**config.mk**
```make
export PLATFORM = sky130hd
export DESIGN_NAME = gray_counter
export DESIGN_NICKNAME = d
export VERILOG_FILES = /design/src/rtl/gray_pkg.sv /design/src/rtl/gray_counter_bin2gray.sv /design/src/rtl/gray_counter.sv
export SDC_FILE = /design/constraint.sdc
export NUM_CORES = 1
export LEC_CHECK = 0
export CORE_UTILIZATION = 37
export DETAILED_ROUTE_END_ITERATION = 7
export GPL_ROUTABILITY_DRIVEN = 0
export GPL_TIMING_DRIVEN = 0
export PLACE_DENSITY_LB_ADDON = 0.2
export SLEW_MARGIN = 20
export SYNTH_ARGS = -nofsm -noshare
export SYNTH_HDL_FRONTEND = slang
export SYNTH_SLANG_ARGS = --single-unit
```
**constraint.sdc**
```tcl
create_clock -name clk -period 1.7 [get_ports clk]
set_input_delay 0.425 -clock clk [delete_from_list [all_inputs] [get_ports clk]]
set_output_delay 0.425 -clock clk [all_outputs]
set_load 0.005 [all_outputs]
```
**src/rtl/gray_pkg.sv**
```systemverilog
`default_nettype none
// ============================================================================
// Module      : gray_pkg
// Description : Shared constants and Binary/Gray conversion helpers for the
//               Gray counter family. The functions operate on MAX_WIDTH bits.
//               Narrower callers zero-extend on the way in and truncate on
//               the way out. The zero upper bits do not disturb the lower
//               bits in either direction.
// Contents    : DEFAULT_WIDTH - default counter width
//               MAX_WIDTH     - widest supported counter
//               bin2gray()    - b ^ (b >> 1)
//               gray2bin()    - prefix XOR running down from the MSB
// Revision    : 1.0 - initial release
// ============================================================================
package gray_pkg;

  localparam int DEFAULT_WIDTH = 4;
  localparam int MAX_WIDTH     = 16;

  function automatic logic [MAX_WIDTH-1:0] bin2gray(input logic [MAX_WIDTH-1:0] b);
    return b ^ (b >> 1);
  endfunction

  // Each binary bit is the XOR of every Gray bit at or above it.
  function automatic logic [MAX_WIDTH-1:0] gray2bin(input logic [MAX_WIDTH-1:0] g);
    logic [MAX_WIDTH-1:0] b;
    b[MAX_WIDTH-1] = g[MAX_WIDTH-1];
    for (int i = MAX_WIDTH - 2; i >= 0; i--) begin
      b[i] = b[i+1] ^ g[i];
    end
    return b;
  endfunction

endpackage : gray_pkg
`default_nettype wire

```
**src/rtl/gray_counter_bin2gray.sv**
```systemverilog
`default_nettype none
// ============================================================================
// Module      : bin2gray
// Description : Combinational WIDTH-bit binary-to-Gray encoder. It is a thin
//               wrapper around the shared package function, so the counter
//               and any standalone use share one definition.
// Ports       : bin  in  WIDTH  binary value
//               gray out WIDTH  Gray code of bin
// Revision    : 1.0 - initial release
// ============================================================================
module bin2gray
  import gray_pkg::*;
#(
  parameter int WIDTH = DEFAULT_WIDTH
) (
  input  logic [WIDTH-1:0] bin,
  output logic [WIDTH-1:0] gray
);

  assign gray = WIDTH'(gray_pkg::bin2gray(MAX_WIDTH'(bin)));

endmodule : bin2gray
`default_nettype wire

```
**src/rtl/gray_counter.sv**
```systemverilog
`default_nettype none
// ============================================================================
// Module      : gray_counter
// Description : Registered up/down counter that holds a binary count and its
//               Gray-code image. Both values update on the same clock edge.
//               Every output comes straight from a flop, so the Gray bus
//               cannot glitch.
//               The priority on each edge is reset, then load, then count,
//               then hold.
// Ports       : clk      in  1      clock, rising edge
//               rst_n    in  1      synchronous active-low reset
//               en       in  1      count enable
//               up       in  1      1 = increment, 0 = decrement
//               load     in  1      synchronous load strobe
//               load_val in  WIDTH  binary value to load
//               bin      out WIDTH  registered binary count
//               gray     out WIDTH  registered Gray code of bin
//               wrap     out 1      one-cycle pulse after a wrap-around step
// Revision    : 1.0 - initial release
// ============================================================================
module gray_counter
  import gray_pkg::*;
#(
  parameter int WIDTH = DEFAULT_WIDTH
) (
  input  logic             clk,
  input  logic             rst_n,
  input  logic             en,
  input  logic             up,
  input  logic             load,
  input  logic [WIDTH-1:0] load_val,
  output logic [WIDTH-1:0] bin,
  output logic [WIDTH-1:0] gray,
  output logic             wrap
);

  localparam logic [WIDTH-1:0] ALL_ONES = '1;
  localparam logic [WIDTH-1:0] ZERO     = '0;
  localparam logic [WIDTH-1:0] ONE      = WIDTH'(1);

  logic [WIDTH-1:0] bin_q;
  logic [WIDTH-1:0] bin_d;
  logic [WIDTH-1:0] gray_q;
  logic [WIDTH-1:0] gray_d;
  logic             wrap_q;
  logic             wrap_d;

  // Next-state mux. Reset is applied in the flop block, so it overrides
  // whatever value this block selects.
  always_comb begin
    bin_d  = bin_q;
    wrap_d = 1'b0;
    if (load) begin
      bin_d = load_val;
    end else if (en) begin
      if (up) begin
        bin_d  = bin_q + ONE;
        wrap_d = (bin_q == ALL_ONES);
      end else begin
        bin_d  = bin_q - ONE;
        wrap_d = (bin_q == ZERO);
      end
    end
  end

  // The Gray flop is fed from the encoded next value, not from the bin flop
  // output. This keeps gray registered and aligned with bin on every cycle.
  bin2gray #(
    .WIDTH(WIDTH)
  ) u_bin2gray (
    .bin  (bin_d),
    .gray (gray_d)
  );

  always_ff @(posedge clk) begin
    if (!rst_n) begin
      bin_q  <= ZERO;
      gray_q <= ZERO;
      wrap_q <= 1'b0;
    end else begin
      bin_q  <= bin_d;
      gray_q <= gray_d;
      wrap_q <= wrap_d;
    end
  end

  assign bin  = bin_q;
  assign gray = gray_q;
  assign wrap = wrap_q;

endmodule : gray_counter
`default_nettype wire
```
==> results of run 1 <==
## routing by layer
layer	GRT usage (%)	up-vias
met3	10.4	0
li1	-	244
met2	27.9	14
met4	2.59	0
met5	0	-
met1	20.2	218
## cell usage in the layout, fill, tap and decap left out, types with 2 or more instances in the layout
master,n
clkdlybuf4s50_1,14
nor2_1,6
buf_4,5
dfxtp_1,5
dfxtp_4,3
clkbuf_4,3
inv_1,2
mux2_4,2
buf_2,2
nand2_1,2
xnor2_1,2
nor3_1,2
a21oi_1,2
a31oi_1,2
ha_4,2
## flip-flops by register name, summed over array words and instances (netlist names)
register / cells
bin: 4
gray: 3
wrap: 1
## stage by stage
stage / power (µW) / setup TNS [ns] / cell area (µm²) / hold WS, ns / util [%]
floorplan: 334 / -0.0485 / 524 / 0.550 / -
global placement: 409 / -3.42 / 702 / 0.676 / 59.9
detailed placement: 410 / -3.42 / 702 / 0.682 / 59.9
CTS: 556 / 0 / 718 / 0.411 / 61.3
global route: 615 / -0.0640 / 792 / 0.423 / 67.6
finish: 579 / -0.00908 / 792 / 0.417 / 67.6
## critical path, stage by stage (launching register included)
cell and delay [ns]:
dfxtp_4 0.36, or4b_1 0.50, a221o_1 0.35, nand3_2 0.09
mux2_4 0.29
## layout make-up
class | instances | share of cell area (%)
Inverter | 3 | 1.74
Timing Repair Buffer | 20 | 23.5
Clock buffer | 3 | 2.84
Sequential cell | 8 | 21.6
Tap cell | 14 | 2.21
Buffer | 3 | 3.48
Multi-Input combinational cell | 40 | 44.5
## logic make-up (layout without fill, tap and decap cells)
group	after synthesis	in the layout	synth area share, %
buffers and inverters	6	29	6.31
AND/OR/NAND/NOR	19	19	22.2
AO/OA/AOI/OAI	11	11	15.4
flip-flops	8	8	32.3
XOR/XNOR	3	3	5.30
adder cells (fa/ha/maj)	3	3	9.09
multiplexers	4	4	9.34
## where the power goes
part           internal [µW]  total (µW)  switching [µW]
registers                207         224            16.6
clock network           80.7         144            63.6
logic                    129         211            82.5
## worst min path at each step
| stage | slack, ns | end | cells past startpoint |
|---|---|---|---|
| after floorplan | 0.55 | wrap$_SDFF_PP0_ | 2 |
| after global placement | 0.68 | wrap$_SDFF_PP0_ | 2 |
| after detailed placement | 0.68 | wrap$_SDFF_PP0_ | 3 |
| after CTS | 0.41 | wrap$_SDFF_PP0_ | 3 |
| after global routing | 0.42 | wrap$_SDFF_PP0_ | 3 |
| final | 0.42 | wrap$_SDFF_PP0_ | 3 |
## what timing repair did
action	CTS	global route
gates resized for setup	10	9
setup endpoints to repair	8	4
buffers inserted	0	4
pin swaps	2	6
==> flow_summary.toml, run 1 <==
[synthesis]
synth_common_cells = "dfxtp_1 (8), nor2_1 (6), inv_1 (3)"
synth_cell_types = 32
synthTopCellsByArea = "dfxtp_1 (32%), ha_1 (5.1%), nor2_1 (4.5%), fa_1 (4.0%), mux2i_1 (4.0%)"
synthesis.nets = 66
ys_ff_latch = 8
syn_area_um2 = 495
ys_seq_area_share_pct = 32.3
ys_warn_count = 0
async_flop_share_pct = 0
synth_top_area_share_pct = 32.3
ys.flop_type = "dfxtp_1"
synth.most_common_cell = "dfxtp_1"
synth_enable_flop_cells = 0
syn_avg_cell_area_um2 = 9.18
synthCells = 54
synth_top_cell_by_area = "dfxtp_1"

[pwr]
power.density_nw_per_um2 = 731
leakagePower_uw = 0.000331
ir_worst_vdd_mv = 0.584

[worst_setup_path]
cp.arrival_ns = 1.85
cp-end-kind = "register"
start_kind = "register"
regToRegStartpoint = "bin[3]$_SDFF_PN0_"
critPathLaunch = "bin[3]$_SDFF_PN0_"
reg2reg_slack_ns = -0.009
cp.required_ns = 1.84
r2r-end = "gray[2]$_SDFF_PN0_"
crit_path_end = "gray[2]$_SDFF_PN0_"
cp_max_fo = 7
reg2reg_depth = 4
crit_type = "reg2reg"

[clock_network]
cts_buffers = 3
cts_tree = "yes"
insertion_delay_ns = 0.25
h-tree-depth = 1
clock_path_buffers = 2
cts_hold_buf = 0
cts_sinks = 8
clkTransAtPathRegs_ns = 0.05
cts-root-buf = "clkbuf_4"

[drt]
met2_length_um = 636
drt_wl_total_mm = 1.20
highest_layer = "met3"
ant_nets = 0
wire_per_inst_um = 13.2
met3_length_um = 74
vias_per_cell = 5.23
firstDrtPassIters = 4
wl_met1_um = 491
drc = 0
num_vias = 476
drt_iter0_drc = 12

[timing]
relSlewSlack_pct = 81.4
min_period_ns = 1.71
setup_viol = 1
worst_slack_ns = -0.00908
min_period_over_period_pct = 101
skew_ns = 0.00410
worstMarginPinSlew_ns = 0.279
rsz0062_at_grt = "yes"
max_freq_ghz = 0.585
final_hold_viol_count = 0
drv_slew = 0

[placed_design]
dp_cells = 84
portBuffers = 16
place_hpwl_um = 749
place_ws_ns = -0.685

[global_routing]
grt_pass1_vias = 405
grt_max_degree = 11
grt_pass1_wl_mm = 1.72
overflow = 0
grtUsageTotal_pct = 17.4
antenna_found_initial = 0

[layout]
multiInputGateArea_um2 = 353
drive_gt1_share_pct = 31.2
regArea_um2 = 171
area_growth_pct = 59.8
fin_cells = 91
diodes = 0
fillers = 106
fin_nets = 91

[flow_run]
drv_cap = 0

[floorplan]
die_width_um = 38.6
initial_core_util_pct = 42.3
die_height_um = 38.6
core_um2 = 1170
num_rows = 12
ios = 18
die-area_um2 = 1490

[status]
violations = "setup timing"
status = "finished with violations"

[worst_hold_path]
min-delay-start = "en"
min_path_type = "in2reg"
No activity file was read; power rests on OpenSTA's default activity.
==> inputs of run 2 (changes only) <==
--- a/config.mk
+++ b/config.mk
@@ -5,12 +5,16 @@
 export SDC_FILE = /design/constraint.sdc
 export NUM_CORES = 1
 export LEC_CHECK = 0
-export CORE_UTILIZATION = 37
+export CORE_AREA = 2 2 39 41
 export DETAILED_ROUTE_END_ITERATION = 7
+export DIE_AREA = 0 0 41 43
+export DONT_BUFFER_PORTS = 1
 export GPL_ROUTABILITY_DRIVEN = 0
 export GPL_TIMING_DRIVEN = 0
 export PLACE_DENSITY_LB_ADDON = 0.2
+export SETUP_SLACK_MARGIN = 0.02
 export SLEW_MARGIN = 20
 export SYNTH_ARGS = -nofsm -noshare
 export SYNTH_HDL_FRONTEND = slang
 export SYNTH_SLANG_ARGS = --single-unit
+export TNS_END_PERCENT = 20
==> flow_summary.toml, run 2 (same netlist as run 1, synthesis figures left out) <==
[global_routing]
overflow = 0
grt_pass1_wl_mm = 1.61
grtUsageTotal_pct = 14.0
grt_pass1_vias = 359
grt_max_degree = 11
antenna_found_initial = 0

[timing]
worst_slack_ns = 0.00499
min_period_ns = 1.70
relSlewSlack_pct = 80.1
drv_slew = 0
final_hold_viol_count = 0
rsz0062_at_grt = "yes"
skew_ns = 0.000268
worstMarginPinSlew_ns = 0.297
max_freq_ghz = 0.590
min_period_over_period_pct = 99.7
setup_viol = 0

[floorplan]
num_rows = 14
die_width_um = 41
initial_core_util_pct = 35.8
ios = 18
die_height_um = 43
core_um2 = 1380
die-area_um2 = 1760

[placed_design]
dp_cells = 70
place_hpwl_um = 755
portBuffers = 0
place_ws_ns = -0.101

[worst_setup_path]
crit_type = "reg2reg"
cp.required_ns = 1.89
cp-end-kind = "register"
slowest_stage = "fa_2"
slowest_delay_ns = 0.54
reg2reg_slack_ns = 0.005
cp_max_fo = 7
crit_buf_inv = 0
crit_chain = "fa_2 > mux2_4 > mux2i_4 > or3_1 > a21oi_2"
crit_family = "adder cells"
cp.arrival_ns = 1.88
start_kind = "register"

[drt]
wire_per_inst_um = 14.1
drc = 0
drt_wl_total_mm = 1.03
ant_nets = 0
num_vias = 404
vias_per_cell = 5.53
drt_iter0_drc = 7
firstDrtPassIters = 4

[layout]
fin_cells = 73
final_common_cell = "nor2_1"
fin_nets = 71
largest_reg_flops = 4
area_growth_pct = 20.7
diodes = 0
final_cell_mix = "nor2_1 (6), dfxtp_1 (4), dfxtp_4 (3), clkbuf_4 (3)"
fillers = 149
drive_gt1_share_pct = 33.3
fin_util_pct = 43.2

[pwr]
ir_worst_vdd_mv = 0.445
power.internal_uw = 358
power.share.clock_pct = 28.5
leakagePower_uw = 0.000249
p_comb_share_pct = 25.7
swShare_pct = 29.1
total_power_uw = 504
power.density_nw_per_um2 = 843
p_switching_uw = 147
seq_power_share_pct = 45.8

[clock_network]
clock_path_buffers = 2
h-tree-depth = 1
cts-root-buf = "clkbuf_4"
cts_tree = "yes"
cts_hold_buf = 0
clkTransAtPathRegs_ns = 0.05
cts_buffers = 3
insertion_delay_ns = 0.25
cts_sinks = 8

[flow_run]
drv_cap = 0

[status]
status = "completed"

[worst_hold_path]
min_path_type = "in2reg"
run 2: per-layer routing:
metal | part of all wire (%) | vias to the layer above | track usage, %
met5 | 0 | - | 0
met4 | 0 | 0 | 4.00
met3 | 7.7 | 0 | 7.85
met2 | 49 | 12 | 18.8
met1 | 43 | 188 | 19.0
li1 | - | 204 | -
run 2: what timing repair did:
item                       in CTS  in global routing
setup buffers                   0                  0
pin swaps                       1                  1
gates resized for setup         5                  6
setup endpoints to repair       3                  3
run 2: power by group through the flow:
| stage | registers (µW) | clock network [µW] | logic, µW |
|---|---|---|---|
| global placement | 234 | 0 | 120 |
| floorplan | 228 | 0 | 106 |
| global route | 234 | 162 | 143 |
| finish | 231 | 144 | 129 |
| detailed placement | 234 | 0 | 121 |
| CTS | 231 | 148 | 125 |
run 2: worst paths after layout:
kind | start | endpoint | cells after the start
worst max-delay path | bin[0]$_SDFF_PN0_ | gray[1]$_SDFF_PN0_ | 5
worst min-delay path | rst_n | wrap$_SDFF_PP0_ | 2
worst max register to register | bin[0]$_SDFF_PN0_ | gray[1]$_SDFF_PN0_ | 5
worst min register to register | bin[0]$_SDFF_PN0_ | wrap$_SDFF_PP0_ | 2
run 2: worst reg2reg max path: stages (launching register included):
cell	delay (ns)
dfxtp_4	0.37
fa_2	0.54
mux2_4	0.16
mux2i_4	0.07
or3_1	0.37
a21oi_2	0.12
run 2: layout make-up:
cell class | instances | area [µm²] | area share (%)
buffer | 3 | 27.5 | 4.60
clock buffer | 3 | 22.5 | 3.77
inverter | 3 | 11.3 | 1.88
multi-input combinational | 40 | 344 | 57.5
sequential | 8 | 173 | 28.9
tap | 16 | 20.0 | 3.35
run 2: per-stage QoR:
| stage | setup TNS, ns | cell area, µm² | hold slack, ns |
|---|---|---|---|
| after floorplan | -0.0670 | 524 | 0.550 |
| after CTS | 0 | 577 | 0.291 |
| after global placement | -0.225 | 544 | 0.559 |
| after detailed placement | -0.246 | 544 | 0.554 |
| final | 0 | 598 | 0.295 |
| after global routing | -0.0307 | 598 | 0.287 |
